File: src/rtl/sr_cmd_sequencer_if.sv
// sr_cmd_sequencer_if
//   Request handshake into the SR command sequencer.
//   req_valid  : request present (master -> slave)
//   req_op     : 00 nop, 01 clear, 10 set, 11 toggle/illegal (master -> slave)
//   req_ready  : slave can accept; transfer = req_valid & req_ready at posedge
//   Modports: master (requester side), slave (sequencer side).
interface sr_cmd_sequencer_if;
  logic       req_valid;
  logic [1:0] req_op;
  logic       req_ready;

  modport master (output req_valid, output req_op, input req_ready);
  modport slave  (input req_valid, input req_op, output req_ready);
endinterface

File: src/rtl/sr_cmd_sequencer.sv
// sr_cmd_sequencer
//   Upstream command stage for the srff block. Set/clear requests arrive on a
//   valid/ready handshake, are buffered in a DEPTH-entry FIFO and are issued to
//   the flop as one-cycle, mutually exclusive S/R pulses separated by MIN_GAP
//   idle cycles. A shadow copy of the flop's Q is kept for status and for
//   resolving toggle commands.
// Ports
//   clk          clock, all state on posedge
//   reset        synchronous, active-high reset
//   req          sr_cmd_sequencer_if.slave (req_valid, req_op, req_ready)
//   s_out        set pulse to the flop's S
//   r_out        reset pulse to the flop's R
//   q_shadow     predicted flop Q
//   busy         FIFO non-empty or FSM not idle
//   err_illegal  one-cycle pulse when an illegal op is accepted
//   illegal_cnt  saturating count of illegal ops
// Configuration
//   SR_TOGGLE_CMD_EN defined  : op 11 is a toggle, queued and resolved at pop
//                               time against the predicted Q.
//   SR_TOGGLE_CMD_EN undefined: op 11 is accepted, dropped and counted as
//                               illegal.
module sr_cmd_sequencer #(
  parameter int DEPTH   = 4,
  parameter int MIN_GAP = 1,
  parameter int CNT_W   = 8
) (
  input  logic              clk,
  input  logic              reset,
  sr_cmd_sequencer_if.slave req,
  output logic              s_out,
  output logic              r_out,
  output logic              q_shadow,
  output logic              busy,
  output logic              err_illegal,
  output logic [CNT_W-1:0]  illegal_cnt
);

  localparam int AW = (DEPTH > 1) ? $clog2(DEPTH) : 1;
  localparam int CW = $clog2(DEPTH + 1);

  typedef enum logic [1:0] {IDLE, PULSE, GAP} state_t;

  logic [1:0]       fifo_mem [DEPTH];
  logic [AW-1:0]    wr_ptr_reg, rd_ptr_reg;
  logic [CW-1:0]    count_reg;
  state_t           state_reg;
  logic [3:0]       gap_cnt_reg;
  logic             s_reg, r_reg, q_reg;
  logic             err_reg;
  logic [CNT_W-1:0] cnt_reg;

  logic       full, empty, accept, push, pop, illegal_acc;
  logic [1:0] head;
  logic       q_now, head_is_set;

  assign full  = (count_reg == CW'(DEPTH));
  assign empty = (count_reg == '0);

  // Ready comes from the registered count only, so a same-cycle pop never
  // opens a slot for a push.
  assign req.req_ready = !full;
  assign accept        = req.req_valid && !full;

`ifdef SR_TOGGLE_CMD_EN
  assign push        = accept && (req.req_op != 2'b00);
  assign illegal_acc = 1'b0;
`else
  assign push        = accept && ((req.req_op == 2'b01) || (req.req_op == 2'b10));
  assign illegal_acc = accept && (req.req_op == 2'b11);
`endif

  // Pop from IDLE, or back-to-back from PULSE when no gap is configured.
  assign pop = !empty && ((state_reg == IDLE) ||
                          ((state_reg == PULSE) && (MIN_GAP == 0)));

  assign head = fifo_mem[rd_ptr_reg];

  // Q as it will be after the current edge: a pulse in flight is already
  // committed, so a toggle popped back-to-back sees the post-pulse value.
  assign q_now       = s_reg ? 1'b1 : (r_reg ? 1'b0 : q_reg);
  assign head_is_set = (head == 2'b10) || ((head == 2'b11) && !q_now);

  // Storage has no reset; only the pointers/count define validity.
  always_ff @(posedge clk) begin
    if (push) begin
      fifo_mem[wr_ptr_reg] <= req.req_op;
    end
  end

  always_ff @(posedge clk) begin
    if (reset) begin
      wr_ptr_reg <= '0;
      rd_ptr_reg <= '0;
      count_reg  <= '0;
    end else begin
      if (push) wr_ptr_reg <= wr_ptr_reg + AW'(1);
      if (pop)  rd_ptr_reg <= rd_ptr_reg + AW'(1);
      count_reg <= count_reg + CW'(push) - CW'(pop);
    end
  end

  always_ff @(posedge clk) begin
    if (reset) begin
      state_reg   <= IDLE;
      gap_cnt_reg <= '0;
      s_reg       <= 1'b0;
      r_reg       <= 1'b0;
      q_reg       <= 1'b0;
    end else begin
      case (state_reg)
        IDLE: begin
          if (pop) begin
            s_reg     <= head_is_set;
            r_reg     <= !head_is_set;
            state_reg <= PULSE;
          end
        end
        PULSE: begin
          q_reg <= q_now;
          if (pop) begin
            s_reg <= head_is_set;
            r_reg <= !head_is_set;
          end else begin
            s_reg <= 1'b0;
            r_reg <= 1'b0;
            if (MIN_GAP > 0) begin
              state_reg   <= GAP;
              gap_cnt_reg <= 4'(MIN_GAP - 1);
            end else begin
              state_reg <= IDLE;
            end
          end
        end
        GAP: begin
          if (gap_cnt_reg == '0) begin
            state_reg <= IDLE;
          end else begin
            gap_cnt_reg <= gap_cnt_reg - 4'd1;
          end
        end
        default: state_reg <= IDLE;
      endcase
    end
  end

  always_ff @(posedge clk) begin
    if (reset) begin
      err_reg <= 1'b0;
      cnt_reg <= '0;
    end else begin
      err_reg <= illegal_acc;
      if (illegal_acc && (cnt_reg != '1)) begin
        cnt_reg <= cnt_reg + CNT_W'(1);
      end
    end
  end

  assign s_out       = s_reg;
  assign r_out       = r_reg;
  assign q_shadow    = q_reg;
  assign busy        = !empty || (state_reg != IDLE);
  assign err_illegal = err_reg;
  assign illegal_cnt = cnt_reg;

endmodule

File: src/flat_wrapper.sv
// flat-port wrapper written by rule: the top's interface ports become plain ports
module sr_cmd_sequencer_flat 
#(
  parameter int DEPTH   = 4,
  parameter int MIN_GAP = 1,
  parameter int CNT_W   = 8
)
  (clk, reset, s_out, r_out, q_shadow, busy, err_illegal, illegal_cnt, req_req_valid, req_req_op, req_req_ready);
  sr_cmd_sequencer_if req_i ();
  input  logic clk;
  input  logic reset;
  output logic s_out;
  output logic r_out;
  output logic q_shadow;
  output logic busy;
  output logic err_illegal;
  output logic [CNT_W-1:0] illegal_cnt;
  input wire logic [$bits(req_i.req_valid)-1:0] req_req_valid;
  input wire logic [$bits(req_i.req_op)-1:0] req_req_op;
  output wire logic [$bits(req_i.req_ready)-1:0] req_req_ready;
  assign req_i.req_valid = req_req_valid;
  assign req_i.req_op = req_req_op;
  assign req_req_ready = req_i.req_ready;
  sr_cmd_sequencer #(.DEPTH(DEPTH), .MIN_GAP(MIN_GAP), .CNT_W(CNT_W)) u_core (.clk(clk), .reset(reset), .req(req_i), .s_out(s_out), .r_out(r_out), .q_shadow(q_shadow), .busy(busy), .err_illegal(err_illegal), .illegal_cnt(illegal_cnt));
endmodule
File: config.mk
export PLATFORM = sky130hd
export DESIGN_NAME = sr_cmd_sequencer_flat
export DESIGN_NICKNAME = d
export VERILOG_FILES = /design/src/rtl/sr_cmd_sequencer_if.sv /design/src/rtl/sr_cmd_sequencer.sv /design/src/flat_wrapper.sv
export SDC_FILE = /design/constraint.sdc
export NUM_CORES = 1
export LEC_CHECK = 0
export CAP_MARGIN = 40
export CORE_ASPECT_RATIO = 1.4
export CORE_MARGIN = 2
export CORE_UTILIZATION = 55
export DETAILED_ROUTE_END_ITERATION = 7
export GPL_TIMING_DRIVEN = 0
export HOLD_SLACK_MARGIN = 0.03
export PLACE_DENSITY = 0.85
export SLEW_MARGIN = 20
export SYNTH_ARGS = -nofsm -noshare
export SYNTH_HDL_FRONTEND = slang
export SYNTH_SLANG_ARGS = --single-unit
File: constraint.sdc
create_clock -name clk -period 3.04 [get_ports clk]
set_input_delay 0.912 -clock clk [delete_from_list [all_inputs] [get_ports clk]]
set_output_delay 0.912 -clock clk [all_outputs]
set_load 0.05 [all_outputs]
# Yosys cells after proc, flatten, opt, wreduce, memory -nomap -nowiden
# Memories as Yosys holds them, arrays and structs flattened. A register that Yosys moved wholly into a read port is not among the register bits.
# Index checks and enable logic that the tools add are counted.
[totals]
mem_bits_rw = 8
regBits = 25
out_inout_bits = 14
n_memories = 1
[op_classes]
n_reduce_logical = 22
n_mux = 19
eq_ne = 13
n_addsub = 6
[mem_list]
columns = ["name", "words", "word_bits", "rd", "rd_clocked_by_memory_dff", "write_ports", "line", "text"]
rows = [
  ["u_core.fifo_mem", 4, 2, 1, 1, 1, "sr_cmd_sequencer.sv:43", "logic [1:0] fifo_mem [DEPTH];"],
]
[op_table]
columns = ["operator", "n"]
rows = [
  ["equality test 2 bit, second input constant", 5],
  ["2-to-1 mux 2 bit", 5],
  ["adder 8 x 1 -> 8 bit, second input constant", 1],
  ["2-to-1 mux 1 bit", 8],
  ["2-to-1 mux 4 bit", 2],
  ["inequality test 8 bit, second input constant", 1],
  ["case mux 4 bit (2 select lines)", 1],
  ["logical AND 1 bit", 6],
  ["case mux 2 bit (3 select lines)", 1],
  ["AND reduction 3 bit", 2],
  ["nonzero test 2 bit", 3],
  ["adder 2 x 1 -> 2 bit, second input constant", 2],
  ["equality test 2 x 1 -> 1 bit, second input constant", 2],
  ["logical NOT 1 bit", 4],
  ["logical NOT 4 bit", 1],
  ["inequality test 2 x 1 -> 1 bit, second input constant", 2],
  ["inequality test 2 bit, second input constant", 2],
  ["case mux 1 bit (2 select lines)", 2],
  ["subtractor 4 x 1 -> 4 bit, second input constant", 1],
  ["adder 3 x 1 -> 3 bit", 1],
  ["equality test 3 bit, second input constant", 1],
  ["logical NOT 3 bit", 1],
  ["logical OR 1 bit", 3],
  ["subtractor 3 x 1 -> 3 bit", 1],
  ["other kinds (2)", 2],
]

# Longest topological paths before layout
[logic_depth]
ltp_word = 8
mapped_depth = 12
ltp_nobuf = 11

# Worst setup path before layout
# Ideal clock, no wire load.
[synth_path]
path_type = "input port to flip-flop"
start = "input req_req_op[0]"
end = "register u_core.count_reg[2]"
arrival_ns = 2.324
stages = 9
path_slack_ns = 0.588
n_path_buf = 1
path_cell_list = "ha_1 > and3_4 > buf_6 > ha_1 > inv_1 > fa_1 > xor2_1 > xnor2_1 > nor2_1"
[synth_via]
elab_chain_len = 5
word_cells_on_any_way = 6
[synth_rtl]
columns = ["element", "line", "text"]
rows = [
  ["start, declared", "flat_wrapper.sv:19", "input wire logic [$bits(req_i.req_op)-1:0] req_req_op;"],
  ["equality test 2 x 1 -> 1 bit / equality test 2 bit (equally long branches)", "sr_cmd_sequencer.sv:68", "assign push = accept && ((req.req_op == 2'b01) || (req.req_op == 2'b10));"],
  ["logical OR 1 bit *", "sr_cmd_sequencer.sv:68", ""],
  ["logical AND 1 bit *", "sr_cmd_sequencer.sv:68", ""],
  ["net u_core.push", "sr_cmd_sequencer.sv:52", "logic full, empty, accept, push, pop, illegal_acc;"],
  ["adder 3 x 1 -> 3 bit *", "sr_cmd_sequencer.sv:98", "count_reg <= count_reg + CW'(push) - CW'(pop);"],
  ["subtractor 3 x 1 -> 3 bit *", "sr_cmd_sequencer.sv:98", ""],
  ["end signal, assigned", "sr_cmd_sequencer.sv:98", ""],
  ["end, declared", "sr_cmd_sequencer.sv:45", "logic [CW-1:0] count_reg;"],
]
# The timed path passes the listed nets; every way through them passes the cells marked *.
# A chain may end at the register's enable or synchronous reset.

# Worst setup path in the final report
[layout_path]
start = "register u_core.count_reg[2]"
end = "output req_req_ready"
[layout_via]
elab_chain_len = 2
[layout_rtl]
columns = ["element", "line", "text"]
rows = [
  ["equality test 3 bit", "sr_cmd_sequencer.sv:56", "assign full = (count_reg == CW'(DEPTH));"],
  ["logical NOT 1 bit", "sr_cmd_sequencer.sv:61", "assign req.req_ready = !full;"],
  ["end, declared", "flat_wrapper.sv:20", "output wire logic [$bits(req_i.req_ready)-1:0] req_req_ready;"],
]
# No other way between the ends.

==> results.md <==
Final layout:
- The number of filler cells placed in the layout is 247.
- The post-route netlist has 8.374% of its cells at a drive strength greater than 1.
- The area growth from synthesis to layout is 19.26%.
- Measured on the finished design, the core utilization comes to 68.12%.
- The net count of the finished layout is 222.
- The finished layout holds 242 standard cells, fillers aside.
- With fillers left out, the area of the finished cells amounts to 2107 um2.
- The number of antenna repair diodes is 0.

Clocking:
- After clock tree synthesis, the setup repair step added 0 buffers.
- Clock-pin slew was measured on the worst setup and hold paths at 0.08 ns.
- The H-tree level count is 2.
- The library cell used as clock root buffer is sky130_fd_sc_hd__clkbuf_8.
- The post-cts sizing count is 1.
- TritonCTS built the clock tree.
- After clock tree synthesis, the flow added hold-fix buffers numbering 0.
- The number of buffers added by the clock tree synthesis step is 5.
- The maximum buffer depth of the clock tree is 2.
- Clock tree synthesis found a total of 35 sinks.
- The clock latency at the later pin of the worst-skew pair is 0.29 ns.

Synthesis:
- Yosys attributes the largest share of cell area to sky130_fd_sc_hd__dfxtp_1, sky130_fd_sc_hd__edfxtp_1, sky130_fd_sc_hd__ha_1.
- The total of flip-flops plus latches after synthesis is 35.
- The proportion of netlist area held by the largest area contributor is 30.59%.
- The mapped netlist covers 1767 um2.
- The number of enable-type register cells in the synthesized netlist is 8.
- For this run, the leading register cell type out of synthesis is sky130_fd_sc_hd__dfxtp_1.
- The portion of the post-synthesis area used by sequential elements is 44.19%.
- The cell type contributing the most total cell area after synthesis is sky130_fd_sc_hd__dfxtp_1.
- The number of nets in the synthesized netlist is 197.
- The cell count after synthesis came out at 177.
- The number of distinct standard cells referenced by the synthesized netlist is 41.
- The fraction of registers with async set or reset after synthesis is 0%.
- After synthesis, the mean cell area works out to 9.981 um2.
- Yosys printed 0 warnings.

Power and ir drop:
- In this run the static leakage power is 0.8242 nW.
- The maximum VDD drop is 0.0004705 V.
- The ratio of total power to cell area is 793.8 nW/um2.
- The total power draw is 1.673 mW.

Floorplan:
- In this run the standard cell core region covers 3093 um2.
- The initial utilization of the core area, before any placement, comes to 57.12%.
- The floorplan has 24 rows.
- In this run the count of I/O pins placed on the die edge is 19.
- The die outline width is 51.90 um.
- The die is 71.06 um tall.
- The die covers 3688 um2.

Global route:
- The first global-routing pass estimated 6113 um of wire.
- The pin count of the biggest net entering global routing is 13.
- Summed over all layers, the global routing overflow is 0.
- The all-layer global routing usage is 22.40%.
- The initial antenna violation count came to 0.
- The number of global-route vias before repair is 1438.

Worst setup path:
- The largest driver fanout on the critical path is 5.
- The required time at the endpoint of the critical path is 2.13 ns.
- For this run, the slowest stage of the critical path takes 0.69 ns.
- The slowest cell on the critical path is sky130_fd_sc_hd__clkdlybuf4s50_1.
- The number of cells on the worst reg-to-reg path is 12.
- Across all register-to-register paths, the minimum setup slack is 0.65 ns.
- The worst setup path category is reg2out.
- The source of the worst register-to-register timing path is u_core.state_reg[0].
- Traced cell by cell, the critical path runs through or3b_1, buf_6, clkdlybuf4s50_1.
- STA classifies the critical path startpoint as a flop.
- The endpoint class of the critical path is an output pin.
- The worst reg2reg path endpoint is u_core.count_reg[2].
- At the worst endpoint, the arrival time is 1.94 ns.

Worst hold path:
- The hold path depth is 2.
- The startpoint identified for the worst hold timing path is u_core.gap_cnt_reg[1].
- In this run the worst hold path is classified as reg2reg.
- The worst hold path terminates at u_core.gap_cnt_reg[1].

STA:
- The fraction of the cycle the final worst path needs is 93.86%.
- The worst setup slack after layout is 0.1867 ns.
- For the final database, setup skew stands at 0.006787 ns.
- For the final routed database, the setup TNS stands at 0 ns.
- The achievable clock frequency is 350.5 MHz.
- The worst slew margin relative to its limit is 62.62%.
- The tightest hold margin is 0.4992 ns.
- The count of final max-slew check failures is 0.
- For the pin with the worst max-slew slack, the measured transition is 0.5466 ns.
- The count of endpoints failing hold in the final timing report is 0.
- Setup violations remaining at the end of the flow were counted as 0.
- Setup repair after global routing left no endpoint under its margin.
- For the finished layout, the period the worst path requires is 2.853 ns.

Job:
- The count of max-cap constraint violations is 0.

Detailed routing:
- For this run, the detailed router's first-pass iteration total came to 4.
- The via density per instance is 5.649.
- The routed wirelength normalized by instance count is 14.52 um.
- The number of antenna-violating nets in the routed design is 0.
- The final layout contains routed wiring with a total length of 3515 um.
- After detailed routing, the number of remaining DRC violations is 0.
- The routed layout has 1367 vias.
- The starting DRC count in detailed routing is 18.

Place:
- Counting tap cells, the placed design contains a total of 234 instances.
- The placed instances occupy a cell area of 1996 um2.
- The detailed-placement wirelength estimate is 2675 um.
- OpenSTA, run right after detailed placement, puts the worst setup slack at -0.04706 ns.
- Routability-driven placement finished with a final weighted congestion of 0.7827.
- The count of port buffers added during placement is 18.

Run status:
- The flow ran to the end, and the final reports show no timing, DRC or antenna violations.
-- placed cells by master (no fill, tap or decap), types with 3 or more instances in the layout --
master	Yosys	routed
sky130_fd_sc_hd__dfxtp_1	27	27
sky130_fd_sc_hd__inv_1	18	18
sky130_fd_sc_hd__clkdlybuf4s50_1	0	17
sky130_fd_sc_hd__nor2_1	15	15
sky130_fd_sc_hd__ha_1	14	14
sky130_fd_sc_hd__nand2_1	10	10
sky130_fd_sc_hd__and2_1	9	9
sky130_fd_sc_hd__a21oi_1	8	8
sky130_fd_sc_hd__edfxtp_1	8	8
sky130_fd_sc_hd__o21ai_0	7	7
sky130_fd_sc_hd__nor2b_1	6	6
sky130_fd_sc_hd__mux2i_1	5	5
sky130_fd_sc_hd__clkbuf_8	0	5
sky130_fd_sc_hd__buf_6	3	3
sky130_fd_sc_hd__xor2_1	3	3
sky130_fd_sc_hd__a211oi_1	3	3
sky130_fd_sc_hd__xnor2_1	3	3
sky130_fd_sc_hd__nand4_1	3	3
sky130_fd_sc_hd__nand3_1	3	3
sky130_fd_sc_hd__or3_1	3	3
-- synth_stat cells, drive strengths merged, types with 3 or more instances --
cell and instances:
nand2 10, inv 18, or3b 3, or3 3
xor2 3, mux2i 5, edfxtp 8, ha 14
nor2 15, nand3 4, a21oi 8, and2 9
dfxtp 27, nor2b 6, o21ai 7, nand4 3
buf 3, xnor2 3, a211oi 3
-- per-layer routing --
layer	vias up	global-route usage, %	routed length (um)
li1	663	-	-
met1	652	23.19	1309
met2	41	39.24	1957
met3	11	6.118	151
met4	0	12.57	97
met5	-	0	0
-- critical path: cells and delay by family (launching register included) --
| kind | cells | cell delay, ns |
|---|---|---|
| AND/OR/NAND/NOR | 1 | 0.40 |
| buffers and inverters | 2 | 0.84 |
| flip-flops | 1 | 0.40 |
-- final cells by class --
| cell class | count | area, um2 | area share [%] |
|---|---|---|---|
| buffer | 5 | 41.29 | 1.960 |
| clock buffer | 5 | 68.82 | 3.266 |
| clock inverter | 3 | 43.79 | 2.078 |
| inverter | 18 | 67.56 | 3.207 |
| multi-input combinational | 119 | 877.1 | 41.63 |
| sequential | 35 | 780.7 | 37.05 |
| tap | 39 | 48.80 | 2.316 |
| timing repair buffer | 18 | 178.9 | 8.492 |
-- cells by family after synthesis --
logic type      count (synthesis)  synth area share, %
xor+xnor                        6                2.975
simple gates                   61                18.98
mux                             5                2.833
fa+ha+maj                      15                11.05
flops                          35                44.19
buf+inv                        23                6.161
compound gates                 32                13.81
-- where the power goes --
part           switching, mW  internal [mW]  total (mW)  leakage (nW)
registers             0.0631          0.543       0.606         0.293
logic                  0.380          0.271       0.651         0.473
clock network          0.171          0.244       0.415        0.0581
-- worst max path at each step --
stage | from | endpoint | cells past startpoint | slack [ns]
2_1_floorplan | req_req_op[0] | u_core.count_reg[2] | 9 | 0.59
3_3_place_gp | req_req_op[0] | u_core.count_reg[2] | 10 | 0.02
3_5_place_dp | req_req_op[0] | u_core.count_reg[2] | 10 | -0.05
4_1_cts | u_core.count_reg[2] | req_req_ready | 3 | 0.18
5_1_grt | u_core.state_reg[0] | busy | 5 | 0.10
6_report | u_core.count_reg[2] | req_req_ready | 3 | 0.19
(Power assumes the default switching activity.)
